File: config.mk
export PLATFORM = sky130hd
export DESIGN_NAME = regfile_mp
export DESIGN_NICKNAME = d
export VERILOG_FILES = /design/src/rtl/regfile_mp.sv
export SDC_FILE = /design/constraint.sdc
export NUM_CORES = 1
export LEC_CHECK = 0
export BUFFER_PORTS_ARGS = -buffer_cell sky130_fd_sc_hd__buf_4
export CORE_UTILIZATION = 39
export CTS_BUF_LIST = sky130_fd_sc_hd__clkbuf_8
export DETAILED_ROUTE_END_ITERATION = 12
export PLACE_DENSITY = 0.57
export SLEW_MARGIN = 20
export SYNTH_ARGS = -nofsm -noshare
export SYNTH_HDL_FRONTEND = slang
export SYNTH_SLANG_ARGS = --single-unit
File: constraint.sdc
create_clock -name clk -period 7.9 [get_ports clk]
set_input_delay 0.79 -clock clk [delete_from_list [all_inputs] [get_ports clk]]
set_output_delay 0.79 -clock clk [all_outputs]
set_load 0.02 [all_outputs]
File: src/rtl/regfile_mp.sv
// Multi-read-port register file with a hardware clear sweep after reset or on request.
// Optional same-cycle write-to-read forwarding is compiled in with REGFILE_BYPASS_EN.
module regfile_mp #(
  parameter int unsigned DW       = 32,
  parameter int unsigned AW       = 5,
  parameter int unsigned NREAD    = 2,
  parameter int unsigned ZERO_REG = 1
) (
  input  logic                clk,
  input  logic                rst,
  input  logic                clr,
  output logic                ready,
  output logic                wr_drop,
  input  logic                we,
  input  logic [AW-1:0]       waddr,
  input  logic [DW-1:0]       wdata,
  input  logic [NREAD-1:0]    re,
  input  logic [NREAD*AW-1:0] raddr,
  output logic [NREAD*DW-1:0] rdata
);

  localparam int unsigned DEPTH = 2 ** AW;
  localparam logic [AW-1:0] PTR_LAST = AW'(DEPTH - 1);

  typedef enum logic {
    S_CLEAR = 1'b0,
    S_IDLE  = 1'b1
  } state_e;

  state_e        state_q, state_d;
  logic [AW-1:0] ptr_q, ptr_d;
  logic          ready_q;
  logic          wr_drop_q;
  logic          sweep_we;
  logic          zero_waddr;
  logic          wr_acc;
  logic          drop_d;
  logic [DW-1:0] regs_q [DEPTH];

  assign zero_waddr = (ZERO_REG != 0) && (waddr == '0);
  assign wr_acc     = ready_q && !clr && we && !zero_waddr;
  assign drop_d     = we && (!ready_q || clr);

  // Sweep sequencer: CLEAR walks every entry once, clr restarts it from entry 0.
  always_comb begin
    state_d  = state_q;
    ptr_d    = ptr_q;
    sweep_we = 1'b0;
    case (state_q)
      S_CLEAR: begin
        sweep_we = 1'b1;
        if (clr) begin
          ptr_d = '0;
        end else begin
          ptr_d = ptr_q + AW'(1);
          if (ptr_q == PTR_LAST) begin
            state_d = S_IDLE;
          end
        end
      end
      S_IDLE: begin
        if (clr) begin
          state_d = S_CLEAR;
          ptr_d   = '0;
        end
      end
      default: begin
        state_d = S_CLEAR;
        ptr_d   = '0;
      end
    endcase
  end

  always_ff @(posedge clk or negedge rst) begin
    if (!rst) begin
      state_q   <= S_CLEAR;
      ptr_q     <= '0;
      ready_q   <= 1'b0;
      wr_drop_q <= 1'b0;
    end else begin
      state_q   <= state_d;
      ptr_q     <= ptr_d;
      ready_q   <= (state_d == S_IDLE);
      wr_drop_q <= drop_d;
    end
  end

  // Storage has no reset; the sweep establishes its contents before ready rises.
  always_ff @(posedge clk) begin
    if (sweep_we) begin
      regs_q[ptr_q] <= '0;
    end else if (wr_acc) begin
      regs_q[waddr] <= wdata;
    end
  end

  assign ready   = ready_q;
  assign wr_drop = wr_drop_q;

  for (genvar i = 0; i < int'(NREAD); i++) begin : g_rd
    logic [AW-1:0] ra;
    logic          force_zero;

    assign ra         = raddr[i*AW +: AW];
    assign force_zero = !ready_q || !re[i] || ((ZERO_REG != 0) && (ra == '0));
`ifdef REGFILE_BYPASS_EN
    logic hit;
    assign hit = wr_acc && (waddr == ra);
    assign rdata[i*DW +: DW] = force_zero ? '0 : (hit ? wdata : regs_q[ra]);
`else
    assign rdata[i*DW +: DW] = force_zero ? '0 : regs_q[ra];
`endif
  end

endmodule

==> summary.md <==
| Metric | Value |
|---|---|
| Nets | `about 3000` |
| Clock Tree Root | `clkbuf_8` |
| Final worst path period share | `68.6%` |
| Post-synthesis register bit count | `1031` |
| Final Hold Viols | `0` |
| Fin crit period | `5.42 ns` |
| Mux cell area share after synthesis | `25.0%` |
| Synth top area cells | `edfxtp_1, mux4_2, mux2i_1, a22oi_1, mux2_2` |
| Slew Limit Fails | `0` |
| H-tree depth | `4` |
| Area delta synth->final | `11.7%` |
| Synth Area in Simple Gates | `2.98%` |
| Post-synth net total | `2861` |
| Status | `finished, final reports clean` |
| Worst-path clk slew | `0.06 ns` |
| Port Buffer Count | `roughly 120` |
| CTS resizes | `0` |
| Reg2reg path depth | `6` |
| Synth top area share | `62.6%` |
| Cell mode on critical path | `buf_4` |
| Post-DP Area | `0.0517 mm2` |
| Largest net degree at the start of global routing | `80` |
| Slowest stage delay, CP | `1.05 ns` |
| Register area share after synthesis | `63.0%` |
| Initial Utilization | `around 40%` |
| Synth Area in Compound Gates | `under 10%` |
| DR vias/cell | `6.48` |
| Antenna-violating nets left | `0` |
| CTS Buf Count | `~170` |
| Pwr Density | `~200 mW/mm2` |
| Die area | `0.127 mm2` |
| Die Wd | `357 um` |
| Dpl cells | `4423` |
| GRT Total Usage | `26.6%` |
| Gp weighted congestion | `between 0.8 and 0.9` |
| Util after Layout | `44.1%` |
| Wire per inst | `36.0 um` |
| First-pass GRT wire length | `237000 um` |
| Global route overflow | `0` |
| Nature of the critical path endpoint | `output pin` |
| CP startpoint kind | `flop` |
| Hold Path Cell Cnt | `2` |
| FP Rows | `129` |
| Deepest clock path buffer count | `3` |
| DR DRC count | `0` |
| Max Freq | `0.185 GHz` |
| FFs w/ async S/R, synth | `0.679%` |
| Total Wirelength | `170000 um` |
| Core area | `0.124 mm2` |
| CTS tree | `built` |
| Synth warn | `0` |
| DR vias | `30620` |
| R2R Setup Slk | `between 3 and 4 ns` |
| Pleak | `0.0166 uW` |
| Max-cap violations | `0` |
| Clock skew | `between 0.04 and 0.05 ns` |
| CP arrival | `4.63 ns` |
| Number of enable flip-flop cells after synthesis | `1024` |
| RSZ-0062 raised after global routing | `false` |
| Mapped Cells | `2806` |
| Peak supply drop | `0.145 mV` |
| Post-synth top area cell | `edfxtp_1` |
| Setup-failing EPs final | `0` |
| Synth cell count leaders | `edfxtp_1, mux2i_1, mux4_2` |
| Final instance area | `0.0548 mm2` |
| Clock sink count | `1031` |
| I/O pin count | `119` |
| XOR/XNOR share of the synthesized area | `less than 1%` |
| Critical Path RT | `about 7.1 ns` |
| Setup bufs post-CTS | `0` |
| CP max FO | `24` |
| Setup CP Type | `flop to output pin` |
| Number of global-route vias before repair | `31286` |
| Worst slew pin tran | `1.18 ns` |
| Final instance count without filler cells | `4725` |
| Largest family of logic cells by synthesized area | `multiplexers` |
| Post-synthesis average cell area | `17.5 um2` |
| Filler Cell Count | `10779` |
| Worst min path class | `input port to flop` |
| Total chip power | `11200 uW` |
| Post-synth cell types | `59` |
| Slew HR | `21.0%` |
| DRT iter0 DRCs | `~3600` |
| Crit-path cells | `nand3_2 > buf_4 > a21oi_1 > nand3_1 > a32oi_1 > buf_4` |
| Setup total negative slack | `0 ns` |
| Critical path's slowest cell | `dfrtp_1` |
| Initial antenna violation count | `7` |
| Drt first pass iters | `6` |
| Mapped cell area | `just under 0.05 mm2` |
| Clk_lat worst skew | `0.86 ns` |
| Synth Area in Adders | `0.0510%` |
| Die height | `357 um` |
| Ys flop type | `edfxtp_1` |
| HPWL after DPL | `92400 um` |
| Cts-stage hold buffer count | `1` |
| Most numerous cell in the Yosys netlist | `edfxtp_1` |
| Layout cells sized above 1 | `between 20% and 30%` |
-- cells in the final DEF, fill, tap and decap left out, types with 56 or more instances in the layout --
cell type  netlist  layout
edfxtp_1      1024    1024
a21oi_1         57      56
a22oi_1        126     126
mux2_2          72      72
mux2i_1        445     445
mux4_2         305     305
clkbuf_8         0     177
nand3_1         60      59
buf_4           18     197
nand2_1         59      59
-- layout make-up --
class | instances | area [um2] | share of cell area [%]
Timing Repair Buffer | 207 | 1640 | 2.98
Clock inverter | 125 | 717 | 1.31
Clock buffer | 174 | 2390 | 4.37
Multi-Input combinational cell | 1543 | 17100 | 31.2
Tap cell | 1637 | 2050 | 3.73
Sequential cell | 1031 | 30900 | 56.4
Inverter | 6 | 23.8 | 0.0433
Antenna cell | 2 | 5.00 | 0.00912
-- cell families (layout without fill, tap and decap cells) --
group           after synthesis  after routing
simple gates                288            288
buf+inv                     232            512
flops                      1031           1031
mux                         828            828
xor+xnor                      3              3
other cells                   0              2
fa+ha+maj                     2              2
compound gates              422            422
-- through the flow --
stage                     setup slack, ns  hold WS, ns
final                                2.48        0.167
after global routing                 2.44        0.145
after CTS                            2.59       0.0883
after detailed placement             2.72        0.610
after global placement               2.79        0.605
after floorplan                      2.43        0.494
-- worst max-delay path: cells and delay by family (launching register included) --
kind            cells  cell delay, ns
compound gates      2            0.83
flops               1            1.05
buf+inv             2            0.85
simple gates        2            0.99
-- metal layers --
| layer | wire (um) | vias up | GRT usage, % |
|---|---|---|---|
| li1 | - | 12111 | - |
| met1 | 65600 | 16323 | 34.5 |
| met2 | 82400 | 1790 | 44.0 |
| met3 | 14400 | 394 | 4.80 |
| met4 | 7570 | 2 | 11.5 |
| met5 | 13 | - | 0 |
-- sequential cells by signal (all words and copies together), names as in the netlist --
| signal | cells |
|---|---|
| regs_q | 1024 |
| ptr_q | 5 |
| ready | 1 |
| wr_drop | 1 |
-- worst paths after layout --
path	startpoint	end
min in group asynchronous	rst	ptr_q[0]$_DFFE_PN0P_
worst min register to register	ptr_q[4]$_DFFE_PN0P_	ptr_q[4]$_DFFE_PN0P_
max in group asynchronous	rst	ptr_q[4]$_DFFE_PN0P_
worst min-delay path	clr	ptr_q[0]$_DFFE_PN0P_
worst max-delay path	ready$_DFF_PN0_	rdata[42]
worst max register to register	ready$_DFF_PN0_	regs_q[11][20]$_DFFE_PP_
-- where the power goes --
| part | leakage [uW] | internal [uW] | total [uW] | switching (uW) |
|---|---|---|---|---|
| combinational | 0.00677 | 289 | 788 | 499 |
| sequential | 0.00812 | 6000 | 6040 | 32.5 |
| clock | 0.00175 | 2240 | 4420 | 2180 |
| total | 0.0166 | 8540 | 11200 | 2710 |
(Power assumes the default switching activity.)
